===== src/rtl/fir_tap_sequencer.sv =====
// FIR tap sequencer: writes each accepted sample into the circular buffer, sweeps the taps
// newest-to-oldest driving the MAC, waits out the MAC latency, then holds the result valid.
module fir_tap_sequencer #(
   parameter int unsigned AWIDTH  = 6,
   parameter int unsigned NTAPS   = 56,
   parameter int unsigned MAC_LAT = 3
) (
   input  logic              clk,
   input  logic              rst_n,
   input  logic              smp_vld,
   input  logic              out_rdy,
   input  logic              ovr_clr,
   output logic              mem_we,
   output logic [AWIDTH-1:0] mem_waddr,
   output logic [AWIDTH-1:0] mem_raddr,
   output logic [AWIDTH-1:0] coef_addr,
   output logic              mac_en,
   output logic              mac_clr,
   output logic              mac_last,
   output logic              acc_vld,
   output logic              busy,
   output logic              overrun,
   output logic              primed
);

   localparam int unsigned CW = $clog2(NTAPS + 1);
   localparam int unsigned DW = $clog2(MAC_LAT + 2);
   localparam logic [AWIDTH-1:0] LastTap   = AWIDTH'(NTAPS - 1);
   localparam logic [DW-1:0]     LastDrain = DW'((MAC_LAT == 0) ? 0 : MAC_LAT - 1);
   localparam logic [CW-1:0]     PrimeCnt  = CW'(NTAPS);

   typedef enum logic [2:0] {StIdle, StWrite, StRun, StDrain, StOut} state_e;

   state_e            state_q, state_d;
   logic [AWIDTH-1:0] wp_q, wp_d;
   logic [DW-1:0]     drain_q, drain_d;
   logic [CW-1:0]     smp_cnt_q, smp_cnt_d;
   logic [AWIDTH-1:0] waddr_d, raddr_d, coef_d;
   logic              we_d, en_d, clr_d, last_d, vld_d, busy_d, ovr_d, primed_d;

   always_ff @(posedge clk or negedge rst_n) begin
      if (!rst_n) state_q <= StIdle;
      else        state_q <= state_d;
   end

   always_comb begin
      state_d = state_q;
      unique case (state_q)
         StIdle:  if (smp_vld) state_d = StWrite;
         StWrite: state_d = StRun;
         StRun:   if (coef_addr == LastTap) state_d = (MAC_LAT == 0) ? StOut : StDrain;
         StDrain: if (drain_q == LastDrain) state_d = StOut;
         StOut:   if (out_rdy) state_d = StIdle;
         default: state_d = StIdle;
      endcase
   end

   // Outputs are computed from the next state so every port comes straight from a flop.
   always_comb begin
      wp_d      = wp_q;
      coef_d    = coef_addr;
      raddr_d   = mem_raddr;
      waddr_d   = mem_waddr;
      drain_d   = '0;
      smp_cnt_d = smp_cnt_q;
      if (state_q == StWrite) begin
         wp_d    = wp_q + AWIDTH'(1);
         coef_d  = '0;
         raddr_d = wp_q;
      end else if (state_q == StRun && state_d == StRun) begin
         coef_d  = coef_addr + AWIDTH'(1);
         raddr_d = mem_raddr - AWIDTH'(1);
      end
      if (state_q == StDrain) drain_d = drain_q + DW'(1);
      if (state_d == StWrite) begin
         waddr_d = wp_q;
         if (smp_cnt_q != PrimeCnt) smp_cnt_d = smp_cnt_q + CW'(1);
      end
      we_d     = (state_d == StWrite);
      en_d     = (state_d == StRun);
      clr_d    = (state_d == StRun) && (coef_d == '0);
      last_d   = (state_d == StRun) && (coef_d == LastTap);
      vld_d    = (state_d == StOut);
      busy_d   = (state_d != StIdle);
      primed_d = (smp_cnt_d == PrimeCnt);
      // A drop outranks a simultaneous clear.
      if (smp_vld && state_q != StIdle) ovr_d = 1'b1;
      else if (ovr_clr)                 ovr_d = 1'b0;
      else                              ovr_d = overrun;
   end

   always_ff @(posedge clk or negedge rst_n) begin
      if (!rst_n) begin
         wp_q      <= '0;
         drain_q   <= '0;
         smp_cnt_q <= '0;
         mem_we    <= 1'b0;
         mem_waddr <= '0;
         mem_raddr <= '0;
         coef_addr <= '0;
         mac_en    <= 1'b0;
         mac_clr   <= 1'b0;
         mac_last  <= 1'b0;
         acc_vld   <= 1'b0;
         busy      <= 1'b0;
         overrun   <= 1'b0;
         primed    <= 1'b0;
      end else begin
         wp_q      <= wp_d;
         drain_q   <= drain_d;
         smp_cnt_q <= smp_cnt_d;
         mem_we    <= we_d;
         mem_waddr <= waddr_d;
         mem_raddr <= raddr_d;
         coef_addr <= coef_d;
         mac_en    <= en_d;
         mac_clr   <= clr_d;
         mac_last  <= last_d;
         acc_vld   <= vld_d;
         busy      <= busy_d;
         overrun   <= ovr_d;
         primed    <= primed_d;
      end
   end

endmodule


===== config.mk =====
export PLATFORM = sky130hd
export DESIGN_NAME = fir_tap_sequencer
export DESIGN_NICKNAME = d
export VERILOG_FILES = /design/src/rtl/fir_tap_sequencer.sv
export SDC_FILE = /design/constraint.sdc
export NUM_CORES = 1
export LEC_CHECK = 0
export CAP_MARGIN = 40
export CORE_MARGIN = 8
export CORE_UTILIZATION = 54
export DETAILED_ROUTE_END_ITERATION = 7
export PLACE_DENSITY = 0.9
export SYNTH_ARGS = -nofsm -noshare
export SYNTH_HDL_FRONTEND = slang
export SYNTH_SLANG_ARGS = --single-unit
export TNS_END_PERCENT = 30

===== constraint.sdc =====
create_clock -name clk -period 2.3 [get_ports clk]
set_input_delay 0.23 -clock clk [delete_from_list [all_inputs] [get_ports clk]]
set_output_delay 0.23 -clock clk [all_outputs]
set_load 0.01 [all_outputs]

* Yosys cells after proc, flatten, opt, wreduce, memory -nomap -nowiden
Cells that the tools add are included.
** Storage, ports and cells
- Input port bits :: 5
- Word-level logic and storage cells :: 56
- Memories :: 0
- RAM bits :: 0
- Register bits :: 44
- Output and inout bits :: 26
- ROM bits :: 0
- Bits in latches :: 0
** Operators by class
- Eq/ne operators :: 12
- $lt $le $gt $ge :: 0
- Divide/modulo/power cells :: 0
- Muxes and demuxes :: 14
- Multiply operators :: 0
- Add/sub/neg operators :: 5
- Bitwise operators :: 0
- Reduce and logical (&&, ||, !) cells :: 10
- Shift-type cells :: 0
** Operators with widths (count)
- $mux 6 :: 6
- $add 6x1->6 const B :: 3
- $eq 6x6->1 const B :: 3
- $mux 3 :: 5
- $pmux 3 s5 :: 1
- $eq 3x2->1 const B :: 4
- $eq 3x1->1 const B :: 2
- $eq 3x3->1 const B :: 2
- $logic_not 6->1 :: 1
- $ne 6x6->1 const B :: 1
- $reduce_bool 3->1 :: 2
- $sub 6x1->6 const B :: 1
- $logic_and 1x1->1 :: 4
- $reduce_bool 2->1 :: 2
- $add 3x1->3 const B :: 1
- $logic_not 3->1 :: 1
- $mux 1 :: 2

* Logic depth before layout (Yosys ltp)
Gate-level depths: netlist of run 1.
- Depth after elaboration :: 9
- Gate-level depth with buffers :: 6
- Depth with buffers taken out :: 6

* Least setup slack after synthesis of run 1
OpenSTA, ideal clock, no wires.
- Kind :: register to register
- Start :: register coef_addr[0]
- End :: register mem_raddr[5]
- Setup time :: 0.126 ns
- Data arrival time :: 1.662 ns
- Buffers on the path :: 0
- Cell stages (with the launch flop) :: 6
- Setup slack :: 0.512 ns
- Required time :: 2.174 ns
- Cells stage by stage :: dfrtp_1 > ha_1 > nand2_1 > o21a_4 > mux2_2 > a221o_1
** On the way
- Word-level cells in the longest chain between the ends :: 6
** RTL lines
- from (decl) :: line 16 : output logic [AWIDTH-1:0] coef_addr,
- from (signal assigned) :: line 115 : coef_addr <= coef_d;
- $eq 6x6->1 :: line 51 : StRun: if (coef_addr == LastTap) state_d = (MAC_LAT == 0) ? StOut : StDrain;
- $mux 3 :: line 51
- $pmux 3 s5 :: line 48 : unique case (state_q)
- $eq 3x2->1 :: line 70 : end else if (state_q == StRun && state_d == StRun) begin
- $logic_and 1x1->1 :: line 70
- $reduce_bool 2->1 (no source line)
- to (signal assigned) :: line 114 : mem_raddr <= raddr_d;
- to (decl) :: line 15 : output logic [AWIDTH-1:0] mem_raddr,
Every way passes these cells.
A chain may end at the register's enable or synchronous reset.

* Final worst setup path of run 1
- Start :: register state_q[1]
- End :: register mem_raddr[5]
** On the way
- Word-level cells in the longest chain between the ends :: 5
- Elaborated cells on any way between the ends :: 14
- Those cells by class :: 5 x eq/ne; 6 x mux; 3 x reduce/logical
** RTL lines
- from (decl) :: line 34 : state_e state_q, state_d;
- from (signal assigned) :: line 42 : if (!rst_n) state_q <= StIdle;
- from (signal assigned) :: line 43 : else state_q <= state_d;
- $eq 3x3->1, or another cell as far along :: line 48
- $pmux 3 s5 :: line 48
- $eq 3x2->1 :: line 70
- $logic_and 1x1->1 :: line 70
- $reduce_bool 2->1 (no source line)
Parallel ways exist; a longest one is shown, timed or not.

==> impl_metrics.toml, run 1 <==
[clocking]
cts_resized = 0
htreeDepth = 2
clk-insertion-delay-late_ps = 300
cts_tree = "built"
clock-sinks = 44
cts-root-buf = "clkbuf_8"
clockBufferDepth = 2
numCtsBuffers = 5
clk_pin_slew_ps = 80

[logic_synthesis]
synth-edff-count = 0
synth_seq_cells = 44
yosysSeqAreaShare_pct = 50.81
syn_inst = 194
syn-num-nets = 206
synth_ff_type = "dfrtp_1"
synth.avg_cell_area_um2 = 11.17
ys_warn_count = 0
async_flop_share_pct = 100.0
syn_area_um2 = 2167
synth_cell_type_count = 49

[finish]
layout.cells.most_common_list = "dfrtp_1 (44), clkdlybuf4s50_1 (29), nand2_1 (22)"
num-fill-cells = 286
seq_area_um2 = 1101
antenna_cells = 0
drive_gt1_share_pct = 12.17
areaGrowthSynthToFinish_pct = 20.67
final_net_count = 241
final_cells = 280
multi_input_area_um2 = 977.2
final_common_cell = "dfrtp_1"

[critical_path]
critPathCapture = "mem_raddr[5]"
critPathKind = "reg -> reg"
startpoint = "state_q[1]"
reg2reg_slack_ps = 320
cp.arrival_ps = 2170
reg2regPathDepth = 4
worstPathRequired_ps = 2490
crit_path_end_kind = "flip-flop"
rr_endpoint = "mem_raddr[5]"
crit_path_start_kind = "flip-flop"
r2r_start = "state_q[1]"
path_max_fanout = 12

[sta]
max_slew.worst_pin.slew_ps = 565.1
setup_viol = 0
max_clock_freq_ghz = 0.5051
fin_skew_ps = 5.475
rsz0062_at_grt = "no"
hold_viol = 0
period_needed_ps = 1980
drv_slew = 0
slew-limit-headroom_pct = 62.16
fin_crit_sh_pct = 86.07
finalSetupTns_ps = 0

[floorplanning]
initial_core_util_pct = 54.97
fp.dieW_um = 79.35
coreArea_um2 = 3943
fp.dieH_um = 79.35
io_pins = 31
num_rows = 23
dieArea_um2 = 6296

[placed_design]
io_buffers = 30
placedCellCount = 271
hpwl_um = 3181
gp_congestion = 0.8151

[drt]
drtIter0Drc = 110
drt-pass1-iter-count = 4
vias = 1551
routed_via_density = 5.539
ant_nets = 0
wire_per_inst_um = 16.02
drc = 0
postRouteWirelength_um = 4485

[status]
outcome = "finished, final reports clean"

[hold_path]
hp-class = "in -> async"

[global_routing]
grt_pass1_wl_um = 7493
grt.total_usage_pct = 15.17
grt_pass1_vias = 1616
grt_max_degree = 32
antenna_found_initial = 0
overflow = 0

[power]
ir_drop_mv = 0.7817
leakagePower_nw = 1.158
powerDensity_nw_per_um2 = 1272

[run]
cap_violations = 0
[cell usage after synthesis, drive strengths merged (3+ instances only)]
cell | instances | share of area, %
a21oi | 3 | 0.69
a31oi | 6 | 1.7
and2 | 3 | 0.87
buf | 5 | 2.0
dfrtp | 44 | 51
ha | 7 | 4.0
inv | 11 | 1.9
mux2 | 8 | 4.2
mux2i | 3 | 1.4
nand2 | 22 | 3.8
nand3b | 3 | 1.0
nand4 | 3 | 0.87
nor2 | 10 | 1.7
nor3 | 3 | 0.69
nor3b | 3 | 1.8
nor4b | 4 | 2.2
o211ai | 5 | 1.7
o21ai | 6 | 1.6
xnor2 | 12 | 4.8
xor2 | 5 | 2.0
[worst min path at each step]
stage               startpoint            to  depth (start not counted)
global route             rst_n  mem_waddr[0]                          2
global placement         rst_n  mem_waddr[1]                          1
CTS                      rst_n       wp_q[1]                          2
detailed placement       rst_n       wp_q[1]                          1
finish                   rst_n       wp_q[1]                          2
floorplan                rst_n       acc_vld                          0
[cell type report]
cell class                 instances  share of cell area (%)
clock inverter                     2                  0.3828
clock buffer                       6                   3.158
timing repair buffer              34                   13.01
inverter                          11                   1.579
tap                               50                   2.392
multi-input combinational        133                   37.37
sequential                        44                   42.11
[worst max-delay path, cell delays in order (launching register included)]
cell and delay [ps]:
dfrtp_1 570, nor3b_4 440, o21a_4 230, mux2_2 340, a221o_1 290
[cell families after synthesis]
group / count (synthesis) / synth area share (%)
XOR/XNOR: 17 / 6.871
AND/OR/NAND/NOR: 67 / 18.42
AO/OA/AOI/OAI: 31 / 10.22
flip-flops: 44 / 50.81
multiplexers: 11 / 5.543
adder cells (fa/ha/maj): 7 / 4.041
buffers and inverters: 17 / 4.099
[flip-flops by register name (all words and copies together), names as in the netlist, 3 cells and up]
signal,count
drain_q,3
coef_addr,6
mem_waddr,6
state_q,3
wp_q,6
smp_cnt_q,6
mem_raddr,6
[metal layers]
metal / vias to the layer above / track usage [%] / share of wire, %
met5: - / 0 / 0
met2: 26 / 23.91 / 47
met4: 0 / 6.111 / 1.6
li1: 752 / - / -
met1: 768 / 18.61 / 46
met3: 5 / 5.192 / 5.0
[power by group]
group | leakage (nW) | internal [W] | switching (W)
Clock | 0.0510 | 0.000240 | 0.000266
Sequential | 0.561 | 0.00102 | 0.000317
Combinational | 0.546 | 0.000762 | 0.000716
Total | 1.16 | 0.00203 | 0.00130
[per-stage QoR]
stage	setup WS, ps	utilization (%)	total power, W	hold slack [ps]	instance area (µm²)
after detailed placement	294.1	63.73	0.002811	145.3	2512
after global placement	377.6	63.22	0.002734	426.6	2492
final	320.4	66.33	0.003325	343.0	2615
after global routing	233.5	66.33	0.003555	366.6	2615
after floorplan	511.9	-	0.002228	-65.59	2167
after CTS	322.2	66.33	0.003345	348.9	2615
[what timing repair did]
action	in CTS	in global routing
setup buffers	0	0
hold buffers	1	0
hold endpoints to repair	13	0
Power figures use the tool's default switching activity.
==> run 2, diff against run 1 <==
--- a/config.mk
+++ b/config.mk
@@ -9,6 +9,7 @@
 export CORE_MARGIN = 8
 export CORE_UTILIZATION = 54
 export DETAILED_ROUTE_END_ITERATION = 7
+export GPL_ROUTABILITY_DRIVEN = 0
 export PLACE_DENSITY = 0.9
 export SYNTH_ARGS = -nofsm -noshare
 export SYNTH_HDL_FRONTEND = slang
==> results of run 2 <==
Same layout as run 1: the final DEF is identical, and so are final timing and power.
==> run 3, diff against run 2 <==
--- a/config.mk
+++ b/config.mk
@@ -6,11 +6,10 @@
 export NUM_CORES = 1
 export LEC_CHECK = 0
 export CAP_MARGIN = 40
-export CORE_MARGIN = 8
 export CORE_UTILIZATION = 54
 export DETAILED_ROUTE_END_ITERATION = 7
 export GPL_ROUTABILITY_DRIVEN = 0
-export PLACE_DENSITY = 0.9
+export PLACE_DENSITY_LB_ADDON = 0.2
 export SYNTH_ARGS = -nofsm -noshare
 export SYNTH_HDL_FRONTEND = slang
 export SYNTH_SLANG_ARGS = --single-unit
==> impl_metrics.toml, run 3 (synthesis gave the netlist of run 1 again) <==
[hold_path]
hp-class = "in -> async"

[global_routing]
overflow = 0
grt.total_usage_pct = 22.37
antenna_found_initial = 0
grt_pass1_wl_um = 7245
grt_pass1_vias = 1575
grt_max_degree = 27

[finish]
final_net_count = 241
layout.cells.most_common_list = "dfrtp_1 (44), clkdlybuf4s50_1 (29), nand2_1 (22)"
final_util_pct = 69.89
final_area_um2 = 2616
antenna_cells = 0
areaGrowthSynthToFinish_pct = 20.73
drive_gt1_share_pct = 11.79
final_cells = 277
final_common_cell = "dfrtp_1"

[clocking]
clockBufferDepth = 2
cts_resized = 0
clock-sinks = 44
cts-root-buf = "clkbuf_8"
clk_pin_slew_ps = 80
cts_tree = "built"
clk-insertion-delay-late_ps = 290
numCtsBuffers = 5
htreeDepth = 2

[sta]
max_clock_freq_ghz = 0.4922
setup_viol = 0
fin_skew_ps = 7.990
period_needed_ps = 2032
hold_viol = 0
finalSetupTns_ps = 0
rsz0062_at_grt = "no"
drv_slew = 0
fin_crit_sh_pct = 88.34
slew-limit-headroom_pct = 65.87
max_slew.worst_pin.slew_ps = 509.7

[drt]
ant_nets = 0
wire_per_inst_um = 15.31
vias = 1588
postRouteWirelength_um = 4241
routed_via_density = 5.733
drt-pass1-iter-count = 4
drtIter0Drc = 118
drc = 0

[critical_path]
path_max_fanout = 12
reg2reg_slack_ps = 270
path_buf_inv = 0
path_delay_family = "flip-flops"
crit_path_start_kind = "flip-flop"
critPathKind = "reg -> reg"
cp.arrival_ps = 2190
crit_path_top_delay_cell = "dfrtp_1"
worstPathRequired_ps = 2460
crit_path_end_kind = "flip-flop"
cpPeakStageDelay_ps = 580
path_cells = "nor3b_4 -> o21a_4 -> mux2_2 -> a221o_1"

[power]
ir_drop_mv = 0.8186
leakagePower_nw = 1.157
powerDensity_nw_per_um2 = 1267

[placed_design]
io_buffers = 30
placed_area_um2 = 2510
placedCellCount = 269
hpwl_um = 3070

[floorplanning]
fp.dieW_um = 65.35
num_rows = 22
coreArea_um2 = 3744
initial_core_util_pct = 57.89
dieArea_um2 = 4271
fp.dieH_um = 65.35
io_pins = 31

[status]
outcome = "finished, final reports clean"

[run]
cap_violations = 0
run 3: per-stage QoR:
step | hold slack (ps) | total power [W] | worst slack, ps
after floorplan | -65.59 | 0.002228 | 511.9
after global placement | 421.0 | 0.002717 | 371.3
after detailed placement | 202.5 | 0.002799 | 300.5
after CTS | 422.2 | 0.003331 | 287.4
after global routing | 472.0 | 0.003554 | 136.2
final | 407.9 | 0.003314 | 268.2
run 3: power by group:
part | internal [W] | total [W] | leakage (nW) | switching, W
combinational | 0.000759 | 0.00146 | 0.546 | 0.000698
clock | 0.000268 | 0.000512 | 0.0503 | 0.000245
sequential | 0.00102 | 0.00134 | 0.561 | 0.000320
run 3: repair_timing:
item	4_1_cts	5_1_grt
hold endpoints to repair	18	0
hold buffers	1	0
buffers inserted	0	0
run 3: layout make-up:
class / instances / area, µm²
fillers: 302 / 1127
flip-flops and latches: 44 / 1101
multi-input cells: 133 / 977.2
repair buffers: 34 / 340.3
clock buffers: 7 / 96.34
well taps: 48 / 60.06
inverters: 11 / 41.29
run 3: path summary, 6_finish.rpt:
| path | to | from | depth (start not counted) |
|---|---|---|---|
| max in group asynchronous | mem_raddr[5] | rst_n | 3 |
| setup reg to reg | mem_raddr[5] | state_q[1] | 4 |
| min in group clk | drain_q[0] | drain_q[0] | 1 |
| setup / recovery | mem_raddr[5] | state_q[1] | 4 |
| hold reg to reg | drain_q[0] | drain_q[0] | 1 |
| hold / removal | drain_q[2] | rst_n | 2 |
run 3: layer usage:
metal / up-vias / global-route usage, % / wire [µm]
met1: 787 / 29.13 / 1865
met4: 0 / 5.978 / 35
met5: - / 0 / 0
met2: 44 / 36.73 / 2165
li1: 753 / - / -
met3: 4 / 6.076 / 175
